File: config.mk
export PLATFORM = sky130hd
export DESIGN_NAME = p_wqe_rd_ctrl_flat
export DESIGN_NICKNAME = d
export VERILOG_FILES = /design/src/rtl/p_wqe_rd_ctrl_if.sv /design/src/rtl/p_wqe_rd_ctrl.sv /design/src/flat_wrapper.sv
export SDC_FILE = /design/constraint.sdc
export NUM_CORES = 1
export LEC_CHECK = 0
export ABC_AREA = 1
export BUFFER_PORTS_ARGS = -buffer_cell sky130_fd_sc_hd__buf_2
export CAP_MARGIN = 15
export CORE_ASPECT_RATIO = 1.1
export CORE_MARGIN = 4
export CORE_UTILIZATION = 57
export CTS_CLUSTER_SIZE = 8
export DETAILED_ROUTE_END_ITERATION = 16
export GPL_ROUTABILITY_DRIVEN = 0
export HOLD_SLACK_MARGIN = 0.05
export PLACE_DENSITY_LB_ADDON = 0.12
export SKIP_CTS_REPAIR_TIMING = 1
export SLEW_MARGIN = 20
export SYNTH_ARGS = -nofsm -noshare
export SYNTH_HDL_FRONTEND = slang
export SYNTH_SLANG_ARGS = --single-unit
File: constraint.sdc
create_clock -name clk -period 3.3 [get_ports clk]
set_clock_uncertainty 0.1 [all_clocks]
set_input_delay 0.495 -clock clk [delete_from_list [all_inputs] [get_ports clk]]
set_output_delay 0.495 -clock clk [all_outputs]
set_load 0.005 [all_outputs]
File: src/rtl/p_wqe_rd_ctrl_if.sv
// WQE output stream: valid/ready handshake carrying one WQE word per beat.
// master = WQE source (the read controller), slave = downstream consumer.
interface p_wqe_rd_ctrl_if #(
    parameter int WIDTH_DATA = 8
);
    logic                  wqe_valid;
    logic                  wqe_ready;
    logic [WIDTH_DATA-1:0] wqe_data;

    modport master (output wqe_valid, output wqe_data, input wqe_ready);
    modport slave  (input wqe_valid, input wqe_data, output wqe_ready);
endinterface

File: src/rtl/p_wqe_rd_ctrl.sv
// p_wqe_rd_ctrl: read-side controller for the pending-WQE dual-port SRAM.
// Fetches committed entries through RAM port B, absorbs the RAM read latency
// in a small skid FIFO and streams WQEs out in order, one per cycle.
// Optional feature: define P_WQE_RD_CNT_EN to build the delivered-WQE counter;
// when undefined wqe_cnt is tied to 0.
module p_wqe_rd_ctrl #(
    parameter int    WIDTH_ADDR = 8,
    parameter int    WIDTH_DATA = 8,
    parameter string DOUT_REG   = "false"
) (
    input  logic                  clk,
    input  logic                  rst_n,
    input  logic [WIDTH_ADDR:0]   wr_ptr,
    output logic [WIDTH_ADDR:0]   rd_ptr,
    input  logic                  flush,
    output logic [WIDTH_ADDR-1:0] addrb,
    output logic                  renb,
    output logic                  wenb,
    output logic [WIDTH_DATA-1:0] dinb,
    input  logic [WIDTH_DATA-1:0] doutb,
    p_wqe_rd_ctrl_if.master       wqe,
    output logic [31:0]           wqe_cnt
);

    // RAM read latency follows the RAM's output-register setting.
    localparam int RD_LAT = (DOUT_REG == "true") ? 2 : 1;
    // One slot per in-flight read plus two so a full-rate stream never stalls.
    localparam int DEPTH  = RD_LAT + 2;
    localparam int IW     = $clog2(DEPTH);
    localparam int CW     = $clog2(DEPTH + 1);
    localparam int OW     = CW + 1;
    localparam int PW     = WIDTH_ADDR + 1;
    localparam logic [PW-1:0] PTR_ONE = PW'(1);

    logic [PW-1:0]         wr_ptr_q;
    logic [PW-1:0]         fetch_ptr;
    logic [PW-1:0]         rd_ptr_q;
    logic [RD_LAT-1:0]     sr;
    logic [WIDTH_DATA-1:0] skid [DEPTH];
    logic [IW-1:0]         head;
    logic [IW-1:0]         tail;
    logic [CW-1:0]         count;

    logic                  valid;
    logic                  avail;
    logic                  pop;
    logic                  issue;
    logic                  capture;
    logic [OW-1:0]         occ;

    // Advance a skid index, wrapping at DEPTH (not necessarily a power of two).
    function automatic logic [IW-1:0] nxt(input logic [IW-1:0] i);
        return (i == IW'(DEPTH - 1)) ? '0 : i + IW'(1);
    endfunction

    // Issue/pop decisions; a read may issue while the slot it needs frees this cycle.
    always_comb begin
        // NOTE: every always_comb output is assigned unconditionally up front, so no latch can be inferred.
        valid   = (count != '0);
        avail   = (fetch_ptr != wr_ptr_q);
        pop     = valid & wqe.wqe_ready & ~flush;
        capture = sr[RD_LAT-1];
        occ     = OW'($countones(sr)) + OW'(count);
        issue   = rst_n & avail & ~flush & (occ < OW'(DEPTH) + OW'(pop));
    end

    assign renb          = issue;
    assign addrb         = fetch_ptr[WIDTH_ADDR-1:0];
    assign wenb          = 1'b0;
    assign dinb          = '0;
    assign rd_ptr        = rd_ptr_q;
    assign wqe.wqe_valid = valid;
    assign wqe.wqe_data  = skid[head];

    // Pointer, in-flight and skid FIFO state; flush drops everything but the writer pointer.
    always_ff @(posedge clk) begin
        if (!rst_n) begin
            wr_ptr_q  <= '0;
            fetch_ptr <= '0;
            rd_ptr_q  <= '0;
            sr        <= '0;
            head      <= '0;
            tail      <= '0;
            count     <= '0;
            // NOTE: the skid storage is reset because its head drives wqe_data directly, which must read 0 out of reset.
            for (int i = 0; i < DEPTH; i++) skid[i] <= '0;
        end else begin
            // NOTE: non-blocking assignments keep every register sampling pre-edge values, independent of statement order.
            wr_ptr_q <= wr_ptr;
            if (flush) begin
                sr        <= '0;
                head      <= '0;
                tail      <= '0;
                count     <= '0;
                fetch_ptr <= wr_ptr_q;
                rd_ptr_q  <= wr_ptr_q;
            end else begin
                sr <= RD_LAT'({sr, issue});
                if (issue) fetch_ptr <= fetch_ptr + PTR_ONE;
                if (capture) begin
                    skid[tail] <= doutb;
                    tail       <= nxt(tail);
                end
                if (pop) begin
                    head     <= nxt(head);
                    rd_ptr_q <= rd_ptr_q + PTR_ONE;
                end
                count <= count + CW'(capture) - CW'(pop);
            end
        end
    end

`ifdef P_WQE_RD_CNT_EN
    logic [31:0] cnt_q;

    // Delivered-WQE counter; only reset clears it, it wraps naturally at 2^32.
    always_ff @(posedge clk) begin
        if (!rst_n)   cnt_q <= '0;
        else if (pop) cnt_q <= cnt_q + 32'd1;
    end

    assign wqe_cnt = cnt_q;
`else
    assign wqe_cnt = 32'd0;
`endif

endmodule

File: src/flat_wrapper.sv
// flat-port wrapper written by rule: the top's interface ports become plain ports
module p_wqe_rd_ctrl_flat 
#(
    parameter int    WIDTH_ADDR = 8,
    parameter int    WIDTH_DATA = 8,
    parameter string DOUT_REG   = "     "
)
  (clk, rst_n, wr_ptr, rd_ptr, flush, addrb, renb, wenb, dinb, doutb, wqe_cnt, wqe_wqe_valid, wqe_wqe_data, wqe_wqe_ready);
  p_wqe_rd_ctrl_if #(.WIDTH_DATA(WIDTH_DATA)) wqe_i ();
  input  logic clk;
  input  logic rst_n;
  input  logic [WIDTH_ADDR:0] wr_ptr;
  output logic [WIDTH_ADDR:0] rd_ptr;
  input  logic flush;
  output logic [WIDTH_ADDR-1:0] addrb;
  output logic renb;
  output logic wenb;
  output logic [WIDTH_DATA-1:0] dinb;
  input  logic [WIDTH_DATA-1:0] doutb;
  output logic [31:0] wqe_cnt;
  output wire logic [$bits(wqe_i.wqe_valid)-1:0] wqe_wqe_valid;
  output wire logic [$bits(wqe_i.wqe_data)-1:0] wqe_wqe_data;
  input wire logic [$bits(wqe_i.wqe_ready)-1:0] wqe_wqe_ready;
  assign wqe_wqe_valid = wqe_i.wqe_valid;
  assign wqe_wqe_data = wqe_i.wqe_data;
  assign wqe_i.wqe_ready = wqe_wqe_ready;
  p_wqe_rd_ctrl #(.WIDTH_ADDR(WIDTH_ADDR), .WIDTH_DATA(WIDTH_DATA), .DOUT_REG(DOUT_REG)) u_core (.clk(clk), .rst_n(rst_n), .wr_ptr(wr_ptr), .rd_ptr(rd_ptr), .flush(flush), .addrb(addrb), .renb(renb), .wenb(wenb), .dinb(dinb), .doutb(doutb), .wqe(wqe_i), .wqe_cnt(wqe_cnt));
endmodule
== After elaboration in Yosys (flattened, before gate mapping) ==
Memories as Yosys holds them, arrays and structs flattened. A register that Yosys moved wholly into a read port is not among the register bits.
Index checks and enable logic that the tools add are counted.

* Register bits: 34
* Memory bits (writable): 24
* Bits of input ports: 21
* Output and inout port bits: 68
* Word-level logic and storage cells: 48
* Memories kept: 1

{| class="wikitable"
|+ Memory list
! name !! depth !! width !! rd ports !! clocked after memory_dff !! wr ports !! line !! text
|-
| u_core.skid || 3 || 8 || 1 || 1 || 3 || p_wqe_rd_ctrl.sv:39 || <nowiki>logic [WIDTH_DATA-1:0] skid [DEPTH];</nowiki>
|}

* Add/subtract/negate cells: 8
* Order comparisons: 1
* Equal/unequal tests: 3
* Multiplexer cells: 16
* Bitwise logic cells: 7
* Reduce and logical (&&, ||, !) cells: 5

{| class="wikitable"
|+ Operators with widths
! cell !! count
|-
| 9-bit 2-to-1 mux || 4
|-
| 9-bit by 1-bit adder with 9-bit output (second input constant) || 2
|-
| 2-bit 2-to-1 mux || 5
|-
| 9-bit != test || 1
|-
| 8-bit 2-to-1 mux || 1
|-
| 8-bit OR reduction || 1
|-
| 1-bit 2-to-1 mux || 6
|-
| 2-bit nonzero test || 3
|-
| 1-bit AND || 5
|-
| 2-bit by 1-bit adder with 2-bit output (second input constant) || 2
|-
| 2-bit equality test (second input constant) || 2
|-
| 1-bit by 2-bit adder with 3-bit output || 1
|-
| 2-bit by 1-bit adder with 3-bit output (first input constant) || 1
|-
| 3-bit less-than comparator || 1
|-
| 2-bit by 1-bit adder with 2-bit output || 1
|-
| 1-bit inverter || 2
|-
| 2-bit OR reduction || 1
|-
| 2-bit by 1-bit subtractor with 2-bit output || 1
|}

== Depth between registers and ports, before layout ==
* Depth in word-level cells: 8
* Gate-level depth with buffers: 10
* Mapped depth without buffers: 10

== Worst setup path before layout ==
No wires, ideal clock.

* Kind: input port to flip-flop
* Start point: in flush
* End point: mem u_core.skid[3][0] (enable)
* Setup time: 395 ps
* Data arrival time: 1727 ps
* Data required time: 2805 ps
* Setup slack: 1079 ps
* Stages: 4
* Path buffers: 1
* Cells stage by stage: buf_2 > nor2_4 > inv_1 > nor4_1

{| class="wikitable"
|+ RTL lines
! what !! line !! text
|-
| start: declaration || flat_wrapper.sv:14 || <nowiki>input logic flush;</nowiki>
|-
| end: declaration || p_wqe_rd_ctrl.sv:39 ||
|}

== Final worst setup path ==
* Start point: in rst_n
* End point: out renb

* Word-level cells in the longest chain between the ends: 3

{| class="wikitable"
|+ Ends and longest elaborated chain
! what !! line !! text
|-
| start: declaration || flat_wrapper.sv:11 || <nowiki>input logic rst_n;</nowiki>
|-
| 1-bit AND (3 in series) || p_wqe_rd_ctrl.sv:64 || <nowiki>issue = rst_n & avail & ~flush & (occ < OW'(DEPTH) + OW'(pop));</nowiki>
|-
| end: declaration || flat_wrapper.sv:16 || <nowiki>output logic renb;</nowiki>
|}

Every way passes these cells.

==> run_results.csv <==
group,metric,value,unit
global_route,grt_use_met2,35.6,%
timing,fin_crit,2.46,ns
final_layout,fin_nets,488,
logic_synthesis,ys_warn_count,0,
clocking,htree_levels,3,
logic_synthesis,async_flop_share,0,%
place,postPlaceCellArea,0.00359,mm²
worst_setup_path,crit_buf_inv,4,
logic_synthesis,yosys-top-cells-count,"80 x nand2_1, 51 x nor2_1, 49 x buf_4, 46 x inv_1, 36 x dfxtp_1",
pwr,pwr-share-clk,36.9,%
logic_synthesis,yosysTopAreaCell,"edfxtp_1",
global_route,grt_overflow,0,
pwr,combPwrFrac,8.6,%
final_layout,final_area,0.00377,mm²
logic_synthesis,synth_top_area_share,27.5,%
floorplan,core,0.00584,mm²
global_route,grt_max_degree,19,
logic_synthesis,synth.cell_area,0.00349,mm²
global_route,use_met3,4.70,%
routing,first_pass_iters,4,
worst_setup_path,timing.rr.end,"u_core.rd_ptr[2]$_SDFFE_PN0P_",
clocking,cts_num_sinks,68,
worst_setup_path,critPathKind,"primary input to primary output",
worst_setup_path,regToRegStartpoint,"u_core.count[0]$_SDFF_PP0_",
place,numPortBuffers,47,
logic_synthesis,synth.distinct_cells,33,
worst_setup_path,crit_start,"rst_n",
timing,rsz0062_at_grt,"no",
floorplan,io_pins,89,
logic_synthesis,synth_area_leaders,"edfxtp_1 27%, dfxtp_1 21%, buf_4 11%",
pwr,ir_drop,0.000344,V
pwr,switchingPower,0.000405,W
worst_setup_path,cp-end-kind,"primary output",
routing,drcViolationCount,0,
global_route,track_usage,20.2,%
logic_synthesis,syn_inst,419,
worst_setup_path,cp-start-kind,"primary input",
worst_setup_path,crit_fanout,18,
worst_setup_path,cp_cell_sequence,"buf_2, inv_2, nor2_4, nand2_1, a31oi_1, nand2_2, inv_1, buf_2",
floorplan,die_h,90.1,µm
clocking,tritoncts,"built",
pwr,power_density,454,mW/mm²
pwr,p_int,0.00131,W
final_layout,area_growth,7.91,%
timing,drv_slew,0,
routing,ant_nets,0,
routing,wl_per_cell,13.2,µm
routing,vias_per_cell,4.95,
global_route,top_usage_layer,"met2",
logic_synthesis,seq_area_frac_synth,48.1,%
worst_setup_path,cp.required,2.70,ns
global_route,grtUsageMet1,22.7,%
logic_synthesis,synth_ff_type,"dfxtp_1",
global_route,grt_pass1_wl,11500,µm
pwr,p_sw_share,23.6,%
worst_setup_path,critPathTopFamily,"buffers and inverters",
worst_setup_path,critPathArrivalTime,1.87,ns
floorplan,start_util,59.8,%
worst_setup_path,worst_path_largest_cell_delay,0.27,ns
run,cap_viol_max_count,0,
routing,first_iter_violations,108,
pwr,pwr-share-seq,54.5,%
logic_synthesis,synth-edff-count,32,
final_layout,fin_util,64.6,%
timing,final-setup-viol-count,0,
worst_setup_path,r2r_cells,8,
timing,relSlewSlack,59.7,%
final_layout,drive_gt1_share,15.2,%
clocking,cts.clk_slew.worst_paths,0.07,ns
floorplan,std_cell_rows,29,
logic_synthesis,synth-seq-cells,68,
hold_path,hold_path_end,"u_core.wr_ptr_q[3]$_SDFF_PN0_",
pwr,total_power,0.00171,W
hold_path,hold_depth,3,
pwr,leakage,1.77,nW
hold_path,hold_path_class,"primary input to flip-flop",
clocking,numCtsBuffers,9,
logic_synthesis,syn_area_per_cell,8.34,µm²
worst_setup_path,ff2ff_setup_slack,1.50,ns
clocking,cts_root_buf,"clkbuf_8",
floorplan,die_w,82.7,µm
routing,via_count,2691,
hold_path,hold_path.startpoint,"wr_ptr[3]",
routing,drt_wl_total,7200,µm
place,hpwlAfterDp,5420,µm
worst_setup_path,cp_common_cell,"buf_2",
timing,fin_tns_setup,0,ns
timing,timing_worst_slew_pin_value,0.604,ns
run_status,outcome,"complete, no violations",
timing,fmax,0.406,GHz
worst_setup_path,cpMaxStageDelayCell,"buf_2",
floorplan,die_area,0.00745,mm²
global_route,antenna_found_initial,0,
clocking,clk_path_buf_depth,2,
timing,finalHoldViolCount,0,
timing,period_share,74.6,%
global_route,grt_pass1_vias,2438,
final_layout,antennaDiodeCount,0,
logic_synthesis,yosys.cell_count.top_type,"nand2_1",
clocking,clock_latency,0.33,ns
[worst min-delay path, stage by stage]
cell and delay (ns):
buf_2 0.07, nand2_1 0.04, inv_1 0.04
[registers in the layout (all words and copies together), names as in the netlist, named ones only]
name / cells
u_core.skid: 32
u_core.fetch_ptr: 9
u_core.rd_ptr: 9
u_core.wr_ptr_q: 9
u_core.count: 2
u_core.head: 2
u_core.tail: 2
u_core.capture: 1
[cells in the final DEF (no fill, tap or decap), drive strengths merged]
cell    synthesis  layout
o211a           2       2
nand2          82      82
conb            1      41
clkinv          0       3
nand4           1       1
inv            47      47
dfxtp          36      36
xor2            3       3
a31oi           7       7
o21ai          26      26
nor2           53      53
a21o            1       1
edfxtp         32      32
ha              5       5
clkbuf          6      12
o22ai           8       8
a21oi          17      17
buf            52      50
bufinv          0       1
nor4            1       1
a211oi          2       2
or2             2       2
o211ai          1       1
nor3            3       3
xnor2          10      10
nand3          21      21
[layer usage]
layer / up-vias / part of all wire, %
met3: 12 / 6.4
met5: - / 0
li1: 1361 / -
met2: 81 / 52
met4: 0 / 2.1
met1: 1237 / 39
[power groups by stage]
stage | Clock [W] | Sequential, W | Combinational, W
4_1_cts | 0.000642 | 0.000934 | 0.000146
2_1_floorplan | 0 | 0.000946 | 0.000138
3_3_place_gp | 0 | 0.000952 | 0.000144
3_5_place_dp | 0 | 0.000952 | 0.000145
5_1_grt | 0.000690 | 0.000936 | 0.000169
6_report | 0.000631 | 0.000934 | 0.000147
[cell type report]
type | instances | area, µm²
Fill cell | 522 | 2070
Sequential cell | 68 | 1680
Multi-Input combinational cell | 286 | 1380
Timing Repair Buffer | 50 | 258
Inverter | 47 | 176
Clock buffer | 12 | 135
Tap cell | 77 | 96.3
Clock inverter | 4 | 42.5
[metrics by stage]
step                setup slack (ns)  cells  hold slack (ns)
floorplan                       1.08    459            0.374
global placement               0.854    528            0.397
detailed placement             0.824    528            0.410
CTS                            0.821    544            0.227
global route                   0.697    544            0.228
finish                         0.837    544            0.235
[worst max-delay path by stage]
| stage | end | slack, ns | depth (start not counted) |
|---|---|---|---|
| after floorplan | u_core.skid[3][0]$_DFFE_PP_ | 1.08 | 4 |
| after global placement | renb | 0.85 | 8 |
| after detailed placement | u_core.skid[1][6]$_SDFFCE_PN0P_ | 0.82 | 7 |
| after CTS | renb | 0.82 | 8 |
| after global routing | renb | 0.70 | 8 |
| final | renb | 0.84 | 8 |
[logic make-up after synthesis]
family | count (synthesis) | synth area share (%)
AO/OA/AOI/OAI | 64 | 10.3
buffers and inverters | 105 | 16.6
XOR/XNOR | 13 | 3.26
flip-flops | 68 | 48.1
adder cells (fa/ha/maj) | 5 | 1.79
AND/OR/NAND/NOR | 163 | 19.8
other | 1 | 0.107
No activity file was read; power rests on OpenSTA's default activity.
